### src/rtl/reset_sequencer.sv
// Staged reset sequencer: merges power-on, debounced push-button and software reset requests,
// releases peripherals first, then the CPU. Optional cause register under RESET_SEQ_CAUSE_EN.
module reset_sequencer #(
  parameter int unsigned SYNC_STAGES     = 2,
  parameter int unsigned DEBOUNCE_CYCLES = 50000,
  parameter int unsigned HOLD_CYCLES     = 16,
  parameter int unsigned STAGE_GAP       = 8
) (
  input  logic       clk_i,
  input  logic       rst_ni,
  input  logic       btn_i,
  input  logic       sw_rst_i,
  output logic       rst_periph_o,
  output logic       rst_cpu_o,
`ifdef RESET_SEQ_CAUSE_EN
  output logic [2:0] rst_cause_o,
`endif
  output logic       rst_done_o
);

  localparam int unsigned CntMax = (HOLD_CYCLES > STAGE_GAP) ? HOLD_CYCLES : STAGE_GAP;
  localparam int unsigned CntW   = (CntMax > 1) ? $clog2(CntMax) : 1;
  localparam int unsigned DebW   = (DEBOUNCE_CYCLES > 1) ? $clog2(DEBOUNCE_CYCLES) : 1;

  localparam logic [CntW-1:0] HoldLast = CntW'(HOLD_CYCLES - 1);
  localparam logic [CntW-1:0] GapLast  = CntW'(STAGE_GAP - 1);
  localparam logic [DebW-1:0] DebLast  = DebW'(DEBOUNCE_CYCLES - 1);

  typedef enum logic [1:0] {StAssert, StPeriph, StRun} state_e;

  // Reset release synchronizer: asserts with rst_ni, releases after SYNC_STAGES edges.
  logic [SYNC_STAGES-1:0] rst_sync_q;
  logic                   rst_rel;

  always_ff @(posedge clk_i or negedge rst_ni) begin
    if (!rst_ni) begin
      rst_sync_q <= '0;
    end else begin
      rst_sync_q <= {rst_sync_q[SYNC_STAGES-2:0], 1'b1};
    end
  end

  assign rst_rel = rst_sync_q[SYNC_STAGES-1];

  // Button synchronizer and debouncer.
  logic [SYNC_STAGES-1:0] btn_sync_q;
  logic [DebW-1:0]        deb_cnt_q;
  logic                   btn_stable_q;
  logic                   btn_req_q;
  logic                   btn_synced;

  assign btn_synced = btn_sync_q[SYNC_STAGES-1];

  always_ff @(posedge clk_i or negedge rst_ni) begin
    if (!rst_ni) begin
      btn_sync_q   <= '0;
      deb_cnt_q    <= '0;
      btn_stable_q <= 1'b0;
      btn_req_q    <= 1'b0;
    end else begin
      btn_sync_q <= {btn_sync_q[SYNC_STAGES-2:0], btn_i};
      btn_req_q  <= 1'b0;
      if (btn_synced != btn_stable_q) begin
        if (deb_cnt_q == DebLast) begin
          btn_stable_q <= btn_synced;
          deb_cnt_q    <= '0;
          // Only a press requests a reset; a release is silently accepted.
          btn_req_q    <= btn_synced;
        end else begin
          deb_cnt_q <= deb_cnt_q + 1'b1;
        end
      end else begin
        deb_cnt_q <= '0;
      end
    end
  end

  logic req;
  assign req = btn_req_q | sw_rst_i;

  // Sequencing FSM with registered outputs.
  state_e          state_q;
  logic [CntW-1:0] cnt_q;
  logic            periph_q;
  logic            cpu_q;
  logic            done_q;

  always_ff @(posedge clk_i or negedge rst_ni) begin
    if (!rst_ni) begin
      state_q  <= StAssert;
      cnt_q    <= '0;
      periph_q <= 1'b1;
      cpu_q    <= 1'b1;
      done_q   <= 1'b0;
    end else if (!rst_rel || req) begin
      // Requests win over a same-cycle count completion.
      state_q  <= StAssert;
      cnt_q    <= '0;
      periph_q <= 1'b1;
      cpu_q    <= 1'b1;
      done_q   <= 1'b0;
    end else begin
      unique case (state_q)
        StAssert: begin
          if (cnt_q == HoldLast) begin
            state_q  <= StPeriph;
            cnt_q    <= '0;
            periph_q <= 1'b0;
          end else begin
            cnt_q <= cnt_q + 1'b1;
          end
        end
        StPeriph: begin
          if (cnt_q == GapLast) begin
            state_q <= StRun;
            cnt_q   <= '0;
            cpu_q   <= 1'b0;
            done_q  <= 1'b1;
          end else begin
            cnt_q <= cnt_q + 1'b1;
          end
        end
        StRun: begin
          cnt_q <= '0;
        end
        default: begin
          state_q  <= StAssert;
          cnt_q    <= '0;
          periph_q <= 1'b1;
          cpu_q    <= 1'b1;
          done_q   <= 1'b0;
        end
      endcase
    end
  end

  assign rst_periph_o = periph_q;
  assign rst_cpu_o    = cpu_q;
  assign rst_done_o   = done_q;

`ifdef RESET_SEQ_CAUSE_EN
  logic [2:0] cause_q;

  always_ff @(posedge clk_i or negedge rst_ni) begin
    if (!rst_ni) begin
      cause_q <= 3'b001;
    end else if (rst_rel && req) begin
      cause_q <= {sw_rst_i, btn_req_q, 1'b0};
    end
  end

  assign rst_cause_o = cause_q;
`endif

endmodule
### config.mk
export PLATFORM = sky130hd
export DESIGN_NAME = reset_sequencer
export DESIGN_NICKNAME = d
export VERILOG_FILES = /design/src/rtl/reset_sequencer.sv
export SDC_FILE = /design/constraint.sdc
export NUM_CORES = 1
export LEC_CHECK = 0
export CAP_MARGIN = 10
export CORE_ASPECT_RATIO = 1.25
export CORE_MARGIN = 2
export CORE_UTILIZATION = 50
export CTS_CLUSTER_DIAMETER = 100
export DETAILED_ROUTE_END_ITERATION = 10
export PLACE_DENSITY = 0.68
export SLEW_MARGIN = 0
export SYNTH_ARGS = -nofsm -noshare
export SYNTH_HDL_FRONTEND = slang
export SYNTH_SLANG_ARGS = --single-unit
### constraint.sdc
create_clock -name clk_i -period 1.75 [get_ports clk_i]
set_clock_uncertainty 0.05 [all_clocks]
set_input_delay 0.175 -clock clk_i [delete_from_list [all_inputs] [get_ports clk_i]]
set_output_delay 0.175 -clock clk_i [all_outputs]
set_load 0.01 [all_outputs]
## Word level (Yosys, flattened, before mapping)

Index checks and enable logic that the tools add are counted.

| storage, ports and cells | value |
|---|---|
| register bits | 31 |
| output and inout bits | 3 |
| word-level logic and storage cells | 54 |

| cells by class | value |
|---|---|
| $add $sub $neg | 2 |
| equal/unequal tests | 11 |
| mux-type cells | 21 |
| bitwise operators | 1 |
| reduce and logical (&&, ||, !) cells | 9 |

Operators with widths:

| kind | count |
|---|---|
| 16-bit 2-to-1 mux | 2 |
| 16-bit by 1-bit adder with 16-bit output (second input constant) | 1 |
| 16-bit equality test (second input constant) | 1 |
| 4-bit 2-to-1 mux | 3 |
| 1-bit 2-to-1 mux | 8 |
| 4-bit one-hot mux with 2 select lines | 1 |
| 2-bit 2-to-1 mux | 3 |
| 3-bit != test (second input constant) | 2 |
| 1-bit one-hot mux with 2 select lines | 3 |
| 2-bit one-hot mux with 3 select lines | 1 |
| 2-bit AND reduction | 3 |
| 4-bit by 1-bit adder with 4-bit output (second input constant) | 1 |
| 4-bit by 3-bit equality test with 1-bit output (second input constant) | 1 |
| 4-bit equality test (second input constant) | 1 |
| 2-bit by 1-bit != test with 1-bit output (second input constant) | 2 |
| 2-bit OR reduction | 2 |
| 3-bit AND reduction | 1 |
| 2-bit by 1-bit equality test with 1-bit output (second input constant) | 1 |
| 2-bit equality test (second input constant) | 1 |
| 2-bit logical NOT | 1 |
| 2-bit != test (second input constant) | 1 |
| 1-bit logical NOT | 1 |
| 1-bit logical OR | 1 |
| 1-bit != test | 1 |
| 1-bit OR | 1 |

## Logic depth before layout (Yosys ltp)

Gate-level depths: netlist (run 1).

| depth | value |
|---|---|
| depth after elaboration | 4 |
| mapped depth | 6 |

## Worst setup path before layout (run 1)

Ideal clock, no wire load.

| timing | value |
|---|---|
| kind | register -> register |
| start | register state_q[1] |
| end | register state_q[1] |
| setup time | 119 ps |
| data arrival time | 1406 ps |
| slack | 176 ps |
| cell stages (with the launch flop) | 7 |
| buffers on the path | 0 |
| period minus slack after synthesis | 1574 ps |
| path through | dfrtp_1 -> inv_1 -> ha_1 -> or2_2 -> a31oi_1 -> mux2i_1 -> nor2_1 |

| between the ends | value |
|---|---|
| longest elaborated chain between the ends | 3 |
| elaborated cells between the ends (all ways) | 9 |
| classes of those cells | 5 x eq/ne; 2 x mux; 2 x reduce/logical |

Ends and longest elaborated chain:

| element | line | text |
|---|---|---|
| start: declaration | 82 | `state_e state_q;` |
| start signal: assignment | 90 | `state_q <= StAssert;` |
| start signal: assignment | 97 | `state_q <= StAssert;` |
| start signal: assignment | 106 | `state_q <= StPeriph;` |
| 2-bit by 1-bit equality test with 1-bit output (tied with other cells) | 103 | `unique case (state_q)` |
| 3-bit != test (no line) (tied with other cells) | - |  |
| 3-bit AND reduction (no line) or 2-bit 2-to-1 mux (tied branches) | - |  |

Several ways; a longest one is shown, not always the timed one.
A chain may end at the register's enable or synchronous reset.

## Final worst setup path (run 1)

| timing | value |
|---|---|
| start | register state_q[0] |
| end | register state_q[1] |

Same word-level chain as after synthesis.

==> out/metrics.cfg, run 1 <==
[synthesis]
synthSimpleGateAreaFrac_pct=23.4
yosys_warnings=0
syn-num-nets=143
synth_xor_area_share_pct=10.1
yosys-top-cells-area=dfrtp_1, xnor2_1, nor2_1
synth_fa_ha_area_share_pct=5.10
synth_top_area_cell=dfrtp_1
syn_area_um2=1470
ys_seq_elements=31
async_reset_ff_share_pct=100
synth_mux_area_share_pct=1.70
synth_cell_types=33
yosys.cell_count.top_type=dfrtp_1
synth_edf_count=0
synth_commonest_cells=dfrtp_1, nor2_1, xnor2_1
synthDominantCellAreaShare_pct=49.3
postSynthAreaPerCell_um2=11.1
synth_compound_area_share_pct=4.33
syn-instance-count=133
synth_ff_type=dfrtp_1
synth_top_family_by_area=simple AND/OR/NAND/NOR gates
synth_seq_area_share_pct=52.8

[min_path]
min_path_type=input port to asynchronous set/reset pin

[timing]
finalHoldViolations=0
rsz0062_at_grt=true
finalSetupViolCount=0
min_period_over_period_pct=97.7
fmax_ghz=0.585
fin_tns_setup_ns=0
period_needed_ns=1.71
drv_slew=0

[power]
pwr-share-seq_pct=62.5
clkPwrFrac_pct=33.2
p_sw_w=0.000286
power_density_nw_per_um2=717
vdd_drop_max_uv=479
p_sw_share_pct=24.2
p_leak_nw=0.678
pwr-share-comb_pct=4.2
power.internal_w=0.000897

[routing]
vias_per_cell=5.42
via_count=991
wire_per_inst_um=13.7
drtAntennaViolNets=0
drt_wl_total_mm=2.51
drc_errors=0
drt_first_pass_iters=4
drtIter0Drc=49

[setup_path]
worst_setup_path_start_kind=flop
path_cells=inv_1, ha_1, nand4bb_2, a31oi_4, mux2i_1, nor2_1
crit_slowest_cell=dfrtp_1
crit_fanout=4
critPathBufInv=1
cp.arrival_ns=1.89
required_ns=1.93
crit_family=flip-flops
critPathKind=flop to flop
max_stage_delay_ns=0.38
cp-end-kind=flop

[die]
die_x_um=52.5
dieArea_um2=3400
start_util_pct=51.4
io_pins=7
row_count=22
die_h_um=64.7
coreArea_um2=2860

[global_route]
grt_pass1_wl_mm=4.36
overflow=0
grt_max_degree=32
grt_pass1_vias=983
antenna_found_initial=0
track_usage_pct=18.0

[clocking]
insertion_delay_ns=0.33
clkSlewWorstSetupHoldPaths_ns=0.10
clock_sinks=31
cts_buffers=5
cts_buffer_depth=2
h-tree-depth=2
post_cts_buffers=0
cts.hold.buffers_added=0
cts_tree=yes
cts_root_buffer=clkbuf_4

[final_layout]
final.fill_count=254
nNetsFinal=156
insertedDiodeCount=0
final_layout_size_suffix_gt1_share_pct=16.3
syn_to_final_growth_pct=12.0
utilization_pct=57.6

[run_status]
status=finished, final reports clean

[flow_run]
cap_violations=0

[place]
place.gp.congestion=0.789
port_buffers=6
dp.final_hpwl_mm=1.75

==> final cells by class <==
class                           count  area, um2  share of cell area, %
Inverter                            6       22.5                   1.37
Clock buffer                        5       37.5                   2.28
Sequential cell                    31        778                   47.2
Tap cell                           36       45.0                   2.73
Clock inverter                      3       15.0                  0.910
Multi-Input combinational cell     95        683                   41.4
Timing Repair Buffer                7       67.6                   4.10
==> through the flow <==
step	hold slack (ns)	instance area [um2]	std cells	worst slack, ns	power (W)
2_1_floorplan	-0.171	1470	133	0.176	0.000778
3_3_place_gp	0.283	1570	175	0.116	0.000804
3_5_place_dp	0.290	1570	175	-0.0245	0.000806
4_1_cts	0.179	1630	183	0.0120	0.00121
5_1_grt	0.201	1650	183	-0.0393	0.00125
6_report	0.173	1650	183	0.0407	0.00118
==> cells in the final DEF (no fill, tap or decap), types with 4 or more instances in the layout <==
cell and count:
clkdlybuf4s50_1 6, ha_1 6, nand3_1 5, nor3_1 4, xnor2_1 14, nor4_1 5
inv_1 6, clkbuf_4 5, dfrtp_1 29, nand2_1 5, nor2_1 23
==> per-layer routing <==
layer	track usage, %	part of all wire (%)
met5	0	0
met4	7.69	1.6
met3	6.22	4.0
met2	29.8	54
met1	20.6	41
==> power by group through the flow <==
| stage | Clock (W) | Sequential (W) | Combinational (W) |
|---|---|---|---|
| after floorplan | 0 | 0.000751 | 0.0000267 |
| after detailed placement | 0 | 0.000754 | 0.0000519 |
| after global routing | 0.000445 | 0.000743 | 0.0000594 |
| final | 0.000393 | 0.000740 | 0.0000501 |
| after CTS | 0.000414 | 0.000740 | 0.0000520 |
| after global placement | 0 | 0.000753 | 0.0000513 |
==> worst register-to-register path, cell delays in order, from the launching register on <==
cell	delay (ns)
dfrtp_1	0.38
inv_1	0.09
ha_1	0.23
nand4bb_2	0.32
a31oi_4	0.25
mux2i_1	0.23
nor2_1	0.06
==> flip-flops by register name, summed over array words and instances (netlist names) <==
name and flops:
cnt_q 4, deb_cnt_q 16, btn_sync_q 2, rst_cpu_o 1, btn_req_q 1, state_q 2, rst_done_o 1, rst_periph_o 1
rst_sync_q 2, btn_stable_q 1
==> repair_timing <==
action	4_1_cts	5_1_grt
setup endpoints to repair	1	2
gates resized for setup	1	3
pin swaps	0	0
==> final timing paths <==
kind	cells past startpoint	startpoint	slack (ns)	end
hold reg to reg	0	rst_sync_q[0]$_DFF_PN0_	0.30	rst_sync_q[1]$_DFF_PN0_
min in group clk_i	1	btn_i	0.24	btn_sync_q[0]$_DFF_PN0_
setup reg to reg	6	state_q[0]$_DFFE_PN0P_	0.04	state_q[1]$_DFFE_PN0P_
setup / recovery	6	state_q[0]$_DFFE_PN0P_	0.04	state_q[1]$_DFFE_PN0P_
hold / removal	2	rst_ni	0.17	cnt_q[1]$_DFF_PN0_
max in group asynchronous	2	rst_ni	1.16	rst_cpu_o$_DFFE_PN1P_
==> logic make-up after synthesis <==
kind of cell,count (synthesis)
flip-flops,31
adder cells (fa/ha/maj),6
XOR/XNOR,17
AND/OR/NAND/NOR,61
buffers and inverters,7
multiplexers,2
other,1
AO/OA/AOI/OAI,8
(Power assumes the default switching activity.)
==> run 2, diff against run 1 <==
--- a/config.mk
+++ b/config.mk
@@ -6,7 +6,7 @@
 export NUM_CORES = 1
 export LEC_CHECK = 0
 export CAP_MARGIN = 10
-export CORE_ASPECT_RATIO = 1.25
+export CORE_ASPECT_RATIO = 0.6
 export CORE_MARGIN = 2
 export CORE_UTILIZATION = 50
 export CTS_CLUSTER_DIAMETER = 100
==> out/metrics.cfg, run 2 (synthesis results as in run 1) <==
[run_status]
status=finished, final reports clean

[final_layout]
layout_commonest_cell=dfrtp_1
largest_reg_flops=16  ; unchanged
final_cell_mix=dfrtp_1, nor2_1, xnor2_1
top_register=deb_cnt_q
utilization_pct=59.5  ; +1.9 points
top_regs=deb_cnt_q (16), cnt_q (4)
syn_to_final_growth_pct=14.4
insertedDiodeCount=0  ; unchanged
stdcell_area_um2=1690  ; +2.2%
final_layout_size_suffix_gt1_share_pct=14.2  ; -2.1 points
nNetsFinal=157  ; +0.64%
final.fill_count=240  ; -5.5%

[routing]
drc_errors=0  ; unchanged
wire_per_inst_um=13.7  ; about the same
vias_per_cell=5.20  ; -4.0%
drt_first_pass_iters=4  ; unchanged
drtAntennaViolNets=0  ; unchanged
via_count=988  ; -0.30%
drt_wl_total_mm=2.60  ; +3.8%
drtIter0Drc=41  ; -16%

[global_route]
grt_pass1_wl_mm=4.53  ; +4.0%
grt_max_degree=32  ; unchanged
overflow=0  ; unchanged
track_usage_pct=18.9  ; +0.88 points
antenna_found_initial=0  ; unchanged
grt_pass1_vias=970  ; -1.3%

[clocking]
clock_sinks=31  ; unchanged
cts_buffers=5  ; unchanged
insertion_delay_ns=0.28  ; -0.05 ns
cts.hold.buffers_added=0  ; unchanged
cts_buffer_depth=2  ; unchanged
cts_root_buffer=clkbuf_8
h-tree-depth=2  ; unchanged
cts_tree=yes
clkSlewWorstSetupHoldPaths_ns=0.06  ; -0.04 ns

[place]
place.gp.congestion=0.874  ; +11%
postPlaceCellArea_um2=1590  ; +0.95%
port_buffers=6  ; unchanged
dp.final_hpwl_mm=1.87  ; +6.8%

[die]
row_count=15  ; -32%
io_pins=7  ; unchanged
dieArea_um2=3410  ; +0.35%
coreArea_um2=2830  ; -1.0%
die_h_um=46.0  ; -29%
die_x_um=74.1  ; +41%
start_util_pct=52.0  ; +0.52 points

[power]
power_density_nw_per_um2=781  ; +8.9%
vdd_drop_max_uv=404  ; -16%
p_leak_nw=0.689  ; +1.7%
total_power_w=0.00132  ; +11%

[setup_path]
cp-end-kind=flop
reg2regPathDepth=5  ; -1
crit_fanout=7  ; +3
worst_setup_path_start_kind=flop
required_ns=1.87  ; -0.06 ns
critPathKind=flop to flop
cp.arrival_ns=1.77  ; -0.12 ns

[timing]
period_needed_ns=1.66  ; -0.0516 ns
finalSetupViolCount=0  ; unchanged
min_period_over_period_pct=94.7  ; -3.0 points
finalHoldViolations=0  ; unchanged
drv_slew=0  ; unchanged
rsz0062_at_grt=true
fmax_ghz=0.603  ; +3.1%
hold_ws_ns=0.233  ; +0.0593 ns

[flow_run]
cap_violations=0  ; unchanged

[min_path]
min_path_type=input port to asynchronous set/reset pin

-- run 2: cell count changes in the layout (fill, tap and decap cells not counted), sizes merged --
cell / before / now
clkbuf: 5 / 7
clkinv: 3 / 1
buf: 1 / 2
-- run 2: cell type report --
cell class | count | area, um2 | area share (%)
Sequential cell | 31 | 778 | 46.2
Tap cell | 42 | 52.6 | 3.12
Inverter | 6 | 22.5 | 1.34
Timing Repair Buffer | 8 | 75.1 | 4.45
Clock inverter | 1 | 5.00 | 0.297
Multi-Input combinational cell | 95 | 676 | 40.1
Clock buffer | 7 | 76.3 | 4.53
-- run 2: report_power, final --
part,leakage (nW),switching [W],internal (W)
clock network,0.0422,0.000246,0.000278
logic,0.234,0.0000320,0.0000196
registers,0.413,0.0000114,0.000730
-- run 2: worst paths after layout --
kind / to / start / slack, ns
setup / recovery: btn_stable_q$_DFFE_PN0P_ / deb_cnt_q[0]$_DFF_PN0_ / 0.09
max in group asynchronous: rst_periph_o$_DFFE_PN1P_ / rst_ni / 1.10
setup reg to reg: btn_stable_q$_DFFE_PN0P_ / deb_cnt_q[0]$_DFF_PN0_ / 0.09
min in group clk_i: btn_sync_q[0]$_DFF_PN0_ / btn_i / 0.28
hold reg to reg: btn_sync_q[1]$_DFF_PN0_ / btn_sync_q[0]$_DFF_PN0_ / 0.30
hold / removal: rst_sync_q[1]$_DFF_PN0_ / rst_ni / 0.23
-- run 2: per-stage QoR --
| stage | TNS (ns) | worst slack, ns | std cells |
|---|---|---|---|
| after floorplan | 0 | 0.176 | 133 |
| after global placement | 0 | 0.104 | 182 |
| after detailed placement | 0 | 0.0126 | 182 |
| after CTS | 0 | 0.00268 | 190 |
| after global routing | -0.0290 | -0.0144 | 190 |
| final | 0 | 0.0923 | 190 |
-- run 2: layer usage --
layer  track usage [%]  vias up  share of wire (%)
met1              27.0      489                 53
met5                 0        -                  0
met4              7.64        0                1.7
met2              26.1        7                 42
met3              6.64        7                3.0
li1                  -      485                  -
-- run 2: repair_timing --
item | in CTS | in global routing
gates resized for setup | 0 | 2
setup buffers | 0 | 0
setup endpoints to repair | 0 | 4
-- run 2: worst max-delay path, cell delays in order, from the launching register on --
cell and delay, ns:
dfrtp_1 0.41, ha_1 0.27, nand3_4 0.14, nor2_1 0.22, nand3_2 0.13, mux2_4 0.32
==> run 3, diff against run 2 <==
--- a/config.mk
+++ b/config.mk
@@ -8,10 +8,10 @@
 export CAP_MARGIN = 10
 export CORE_ASPECT_RATIO = 0.6
 export CORE_MARGIN = 2
-export CORE_UTILIZATION = 50
+export CORE_UTILIZATION = 58
 export CTS_CLUSTER_DIAMETER = 100
 export DETAILED_ROUTE_END_ITERATION = 10
-export PLACE_DENSITY = 0.68
+export PLACE_DENSITY = 0.77
 export SLEW_MARGIN = 0
 export SYNTH_ARGS = -nofsm -noshare
 export SYNTH_HDL_FRONTEND = slang
==> constraint.sdc (replaced) <==
create_clock -name clk_i -period 1.75 [get_ports clk_i]
set_clock_uncertainty 0.05 [all_clocks]
set_input_delay 0.175 -clock clk_i [delete_from_list [all_inputs] [get_ports clk_i]]
set_output_delay 0.175 -clock clk_i [all_outputs]
set_load 0.1 [all_outputs]
==> out/metrics.cfg, run 3 (synthesis results as in run 1) <==
[run_status]
status=finished, final reports clean

[setup_path]
r2r_start=state_q[0]$_DFFE_PN0P_
critPathKind=flop to flop
crit_fanout=4  ; -3
reg2regPathDepth=7  ; +2
cp.arrival_ns=1.85  ; +0.08 ns
required_ns=1.89  ; +0.02 ns
r2r_end=state_q[0]$_DFFE_PN0P_
cp-end-kind=flop
worst_setup_path_start_kind=flop
ff2ff_setup_slack_ns=0.04  ; -0.06 ns

[timing]
drv_slew=0  ; unchanged
worstMarginPinSlew_ns=0.513
min_period_over_period_pct=97.9  ; +3.2 points
fin_tns_setup_ns=0  ; unchanged
period_needed_ns=1.71  ; +0.0553 ns
finalHoldViolations=0  ; unchanged
fmax_ghz=0.584  ; -3.2%
maxSlewHeadroom_pct=65.7
finalSetupViolCount=0  ; unchanged

[final_layout]
final.fill_count=184  ; -23%
final_layout_size_suffix_gt1_share_pct=19.5  ; +5.3 points
utilization_pct=69.8  ; +10 points
layout_commonest_cell=dfrtp_1
finalNonFillerCells=181  ; -4.7%
syn_to_final_growth_pct=16.2
final_cell_mix=dfrtp_1, nor2_1, xnor2_1
top_register=deb_cnt_q
stdcell_area_um2=1710  ; +1.6%
top_regs=deb_cnt_q (16), cnt_q (4)
register_area_um2=778  ; unchanged
insertedDiodeCount=0  ; unchanged
largest_reg_flops=16  ; unchanged
multiInputGateArea_um2=687  ; +1.7%
nNetsFinal=158  ; +0.64%

[clocking]
clock_sinks=31  ; unchanged
cts.hold.buffers_added=0  ; unchanged
cts_buffers=5  ; unchanged
cts_root_buffer=clkbuf_8
insertion_delay_ns=0.29  ; about the same
cts_tree=yes
clkSlewWorstSetupHoldPaths_ns=0.06  ; about the same
cts_buffer_depth=2  ; unchanged
h-tree-depth=2  ; unchanged

[place]
postPlaceCellArea_um2=1590  ; +0.32%
dp.final_hpwl_mm=2.06  ; +10%
place.gp.congestion=0.799  ; -8.6%
port_buffers=6  ; unchanged
dp_cells=172  ; -5.5%

[die]
die_x_um=69.1  ; -6.8%
start_util_pct=60.1  ; +8.1 points
die_h_um=43.0  ; -6.5%
io_pins=7  ; unchanged
coreArea_um2=2450  ; -13%
dieArea_um2=2970  ; -13%
row_count=14  ; -1

[global_route]
grt_max_degree=32  ; unchanged
grt_pass1_wl_mm=4.69  ; +3.4%
track_usage_pct=22.1  ; +3.2 points
antenna_found_initial=0  ; unchanged
overflow=0  ; unchanged
grt_pass1_vias=1014  ; +4.5%

[routing]
drc_errors=0  ; unchanged
drtAntennaViolNets=0  ; unchanged
vias_per_cell=5.64  ; +8.4%
via_count=1020  ; +3.2%
drt_wl_total_mm=2.90  ; +11%
wire_per_inst_um=16.0  ; +17%
drtIter0Drc=68  ; +66%
drt_first_pass_iters=4  ; unchanged

[power]
vdd_drop_max_uv=662  ; +64%
total_power_w=0.00133  ; +1.1%
power_density_nw_per_um2=777  ; -0.49%
p_leak_nw=0.717  ; +4.0%

[min_path]
min_path_type=input port to asynchronous set/reset pin

[flow_run]
cap_violations=0  ; unchanged

-- run 3: changes by cell type in the layout (fill, tap and decap cells not counted), sizes merged --
cell,before,now
buf,2,6
clkbuf,7,5
clkdlybuf4s50,6,3
clkinv,1,3
-- run 3: layout make-up --
| type | count | share of cell area [%] |
|---|---|---|
| inverter | 6 | 1.32 |
| clock inverter | 3 | 0.877 |
| multi-input combinational | 95 | 40.1 |
| timing repair buffer | 9 | 5.85 |
| clock buffer | 5 | 4.02 |
| sequential | 31 | 45.5 |
| tap | 32 | 2.34 |
-- run 3: per-stage QoR --
| stage | setup slack [ns] | hold slack (ns) |
|---|---|---|
| 5_1_grt | -0.00828 | 0.261 |
| 3_3_place_gp | 0.105 | 0.282 |
| 6_report | 0.0371 | 0.216 |
| 4_1_cts | 0.0140 | 0.234 |
| 2_1_floorplan | 0.176 | -0.171 |
| 3_5_place_dp | -0.0336 | 0.291 |
-- run 3: what timing repair did --
item	in CTS	in global routing
endpoints found under the setup margin	1	2
pin swaps	0	1
endpoints found under the hold margin	0	0
setup buffers	0	1
gates cloned	0	0
resized for setup	1	4
-- run 3: how the worst max path moves through the flow --
| stage | startpoint | end | slack (ns) | cells after the start |
|---|---|---|---|---|
| 6_report | state_q[0]$_DFFE_PN0P_ | state_q[0]$_DFFE_PN0P_ | 0.04 | 7 |
| 5_1_grt | state_q[1]$_DFFE_PN0P_ | state_q[1]$_DFFE_PN0P_ | -0.008 | 6 |
| 4_1_cts | state_q[1]$_DFFE_PN0P_ | state_q[1]$_DFFE_PN0P_ | 0.01 | 6 |
| 3_5_place_dp | state_q[1]$_DFFE_PN0P_ | state_q[1]$_DFFE_PN0P_ | -0.03 | 6 |
| 3_3_place_gp | state_q[1]$_DFFE_PN0P_ | state_q[1]$_DFFE_PN0P_ | 0.10 | 6 |
| 2_1_floorplan | state_q[1]$_DFFE_PN0P_ | state_q[1]$_DFFE_PN0P_ | 0.18 | 6 |
-- run 3: per-layer routing --
metal	vias to the layer above	GRT usage (%)	wire, um
met2	28	36.0	1340
met3	12	7.13	190
li1	484	-	-
met1	496	26.7	1290
met5	-	0	0
met4	0	11.8	83
-- run 3: power breakdown --
part           leakage (nW)  internal [W]  switching (W)
logic                 0.256     0.0000194      0.0000322
clock network        0.0477      0.000271       0.000266
registers             0.413      0.000730      0.0000121
total                 0.717       0.00102       0.000310
-- run 3: worst max-delay path: stages (launching register included) --
cell and delay, ns:
dfrtp_1 0.36, inv_1 0.09, ha_1 0.24, nand4bb_1 0.29
a31oi_4 0.24, buf_4 0.15, nand3_1 0.09, o31ai_1 0.10
==> patch (flow settings as in run 2) <==
The parameter `DEBOUNCE_CYCLES` goes from 50000 to 100000.
--- a/src/rtl/reset_sequencer.sv
+++ b/src/rtl/reset_sequencer.sv
@@ -2,7 +2,7 @@
 // releases peripherals first, then the CPU. Optional cause register under RESET_SEQ_CAUSE_EN.
 module reset_sequencer #(
   parameter int unsigned SYNC_STAGES     = 2,
-  parameter int unsigned DEBOUNCE_CYCLES = 50000,
+  parameter int unsigned DEBOUNCE_CYCLES = 100000,
   parameter int unsigned HOLD_CYCLES     = 16,
   parameter int unsigned STAGE_GAP       = 8
 ) (
Behaviour: same outputs for any inputs over 10 cycles, from zero or initial values and one cycle with rst_ni low; that may be too few to reach the edited logic, so the function may still have changed.
==> patch against run 2 <==
  * The run now ends with negative setup slack left
  * Power is 15% higher
  * Largest power group unchanged
  * Final area is 9.9% higher
  * Routed wire length is 18% higher
  * Worst hold slack better by 0.013 ns
  * Synthesized cell count is 5.3% higher
  * Setup slack worse by 0.14 ns
  * Sequential cell count is 1 higher
  * Synthesized area is 1.4% higher
==> patch: results (changes against run 2) <==
IR_WORST_VDD_V=0.0008019  # +99%
ASYNC_FLOP_SHARE=1.000  # unchanged
DRTITER0DRC=71  # +73%
ROUTE.DETAILED.WL_PER_INST_UM=15.06  # +10%
DETAILEDROUTE.FIRSTPASSITERATIONCOUNT=4  # unchanged
DETAILEDPLACEMENTHPWL_UM=1972  # +5.7%
MOST_FREQUENT_CELLS_AFTER_SYNTHESIS='30 x dfrtp_1, 24 x nor2_1, 13 x xnor2_1'
OUTCOME='finished, violations left'
ANTENNADIODECOUNT=0  # unchanged
POST_DRT_VIA_CELL_RATIO=5.299  # +1.9%
WORST_R2R_STARTPOINT='deb_cnt_q[12]'
SYNTHESIS.NETS=150  # +4.9%
NUMBER_OF_FLIP_FLOPS_UNDER_THE_LARGEST_REGISTER_NAME=17  # +1
HOLD_PATH.CLASS='input port to async pin'
GLOBAL_ROUTE_WIRE_LENGTH_BEFORE_REPAIR_UM=4961  # +9.4%
LAYOUT.FILLER_CELLS=229  # -4.6%
LEAKAGE_POWER_SUMMED_OVER_ALL_CELLS_nW=0.7916  # +15%
PLACEDINSTANCEAREA_MM2=0.001637  # +3.0%
FIRST_GLOBAL_VIAS=1078  # +11%
SYNTH.TOP_CELLS.BY_AREA='dfrtp_1 50%, xnor2_1 7.6%, nor2_1 6.0%'
LARGESTREGISTERS='deb_cnt_q x17, cnt_q x4'
GLOBAL_ROUTING_USAGE_SUMMED_ACROSS_ALL_ROUTING_LAYERS=0.2060  # +0.01742
CP_DATA_ARRIVAL_TIME_NS=1.92  # +0.15 ns
CTS_MAX_LEVEL=2  # unchanged
FINALSETUPVIOLATIONS=2  # +2
FINALWEIGHTEDCONGESTION=0.8576  # -1.9%
SOURCE_TO_SINK_CLOCK_DELAY_AT_THE_LATER_PIN_OF_THE_WORST_SKEW_PAIR_NS=0.29
NUM-NETS-FINAL=171  # +8.9%
WORSTREGTOREGCELLS=4  # -1
GRT_START_MAX_NET_PINS=33  # +3.1%
FINAL.SETUP.WORST_SLACK_NS=-0.04770  # -0.1401 ns
FAILING_CHECKS='negative setup slack'
LAYOUT-DRIVE-GT1-SHARE=0.1852  # +0.04329
R2R_END='btn_stable_q'
DETAIL-ROUTE-ANTENNA-NETS=0  # unchanged
WORST-PATH-MAX-FANOUT=2  # -5
SEQUENTIAL_TO_TOTAL_AREA_SHARE_FROM_YOSYS_STAT=0.5377  # +0.009226
SYNTH_CELL_TYPES=32  # -3.0%
==> patch: cell families after synthesis <==
logic type / after synthesis / synth area share
xor+xnor: 18 / 0.1055
buf+inv: 7 / 0.02261
other cells: 1 / 0.002510
compound gates: 8 / 0.03853
flops: 32 / 0.5377
fa+ha+maj: 6 / 0.05025
simple gates: 66 / 0.2287
mux: 2 / 0.01424
==> patch: final cells by class <==
cell class                 count  area, um2  area share
sequential                    32      803.3      0.4335
timing repair buffer          16      147.6     0.07968
clock buffer                   6      72.57     0.03916
inverter                       5      18.77     0.01013
multi-input combinational    101      723.2      0.3903
clock inverter                 2      35.03     0.01891
tap                           42      52.55     0.02836
==> patch: worst max-delay path by stage <==
stage / from / slack, ns / to
5_1_grt: deb_cnt_q[12] / -0.12 / btn_stable_q
6_report: deb_cnt_q[12] / -0.05 / btn_stable_q
3_3_place_gp: deb_cnt_q[12] / 0.004 / btn_stable_q
3_5_place_dp: deb_cnt_q[12] / -0.05 / deb_cnt_q[2]
4_1_cts: deb_cnt_q[12] / -0.01 / btn_stable_q
2_1_floorplan: deb_cnt_q[12] / 0.02 / btn_stable_q
==> patch: metrics by stage <==
step	hold WS, ns	TNS, ns	cells	worst slack [ns]
3_5_place_dp	0.2887	-0.4829	192	-0.04596
2_1_floorplan	-0.1706	0	140	0.02396
5_1_grt	0.2654	-0.6561	204	-0.1160
3_3_place_gp	0.2863	0	192	0.004256
4_1_cts	0.2503	-0.01639	203	-0.01314
6_report	0.2456	-0.05071	204	-0.04770
==> patch: layer usage <==
| layer | global-route usage | routed length (um) | up-vias |
|---|---|---|---|
| met5 | 0 | 0 | - |
| met4 | 0.08571 | 63 | 0 |
| met3 | 0.06565 | 101 | 10 |
| met2 | 0.2867 | 1345 | 14 |
| met1 | 0.2967 | 1563 | 525 |
| li1 | - | - | 532 |
==> patch: what timing repair did <==
| action | CTS | global route |
|---|---|---|
| endpoints found under the setup margin | 17 | 19 |
| buffers inserted | 3 | 1 |
| hold buffers | 0 | 0 |
| resized for setup | 0 | 11 |
| pin swaps | 2 | 3 |
==> patch: critical path, stage by stage, from the launching register on <==
cell,delay [ns]
dfrtp_1,0.38
or4b_4,0.55
nor4_4,0.17
nand4_1,0.19
mux2_4,0.34
==> patch: power by group <==
| group | total, mW | switching (mW) | internal (mW) | leakage [nW] |
|---|---|---|---|---|
| registers | 0.763 | 0.0105 | 0.752 | 0.427 |
| logic | 0.0590 | 0.0341 | 0.0249 | 0.309 |
| clock network | 0.696 | 0.274 | 0.422 | 0.0552 |
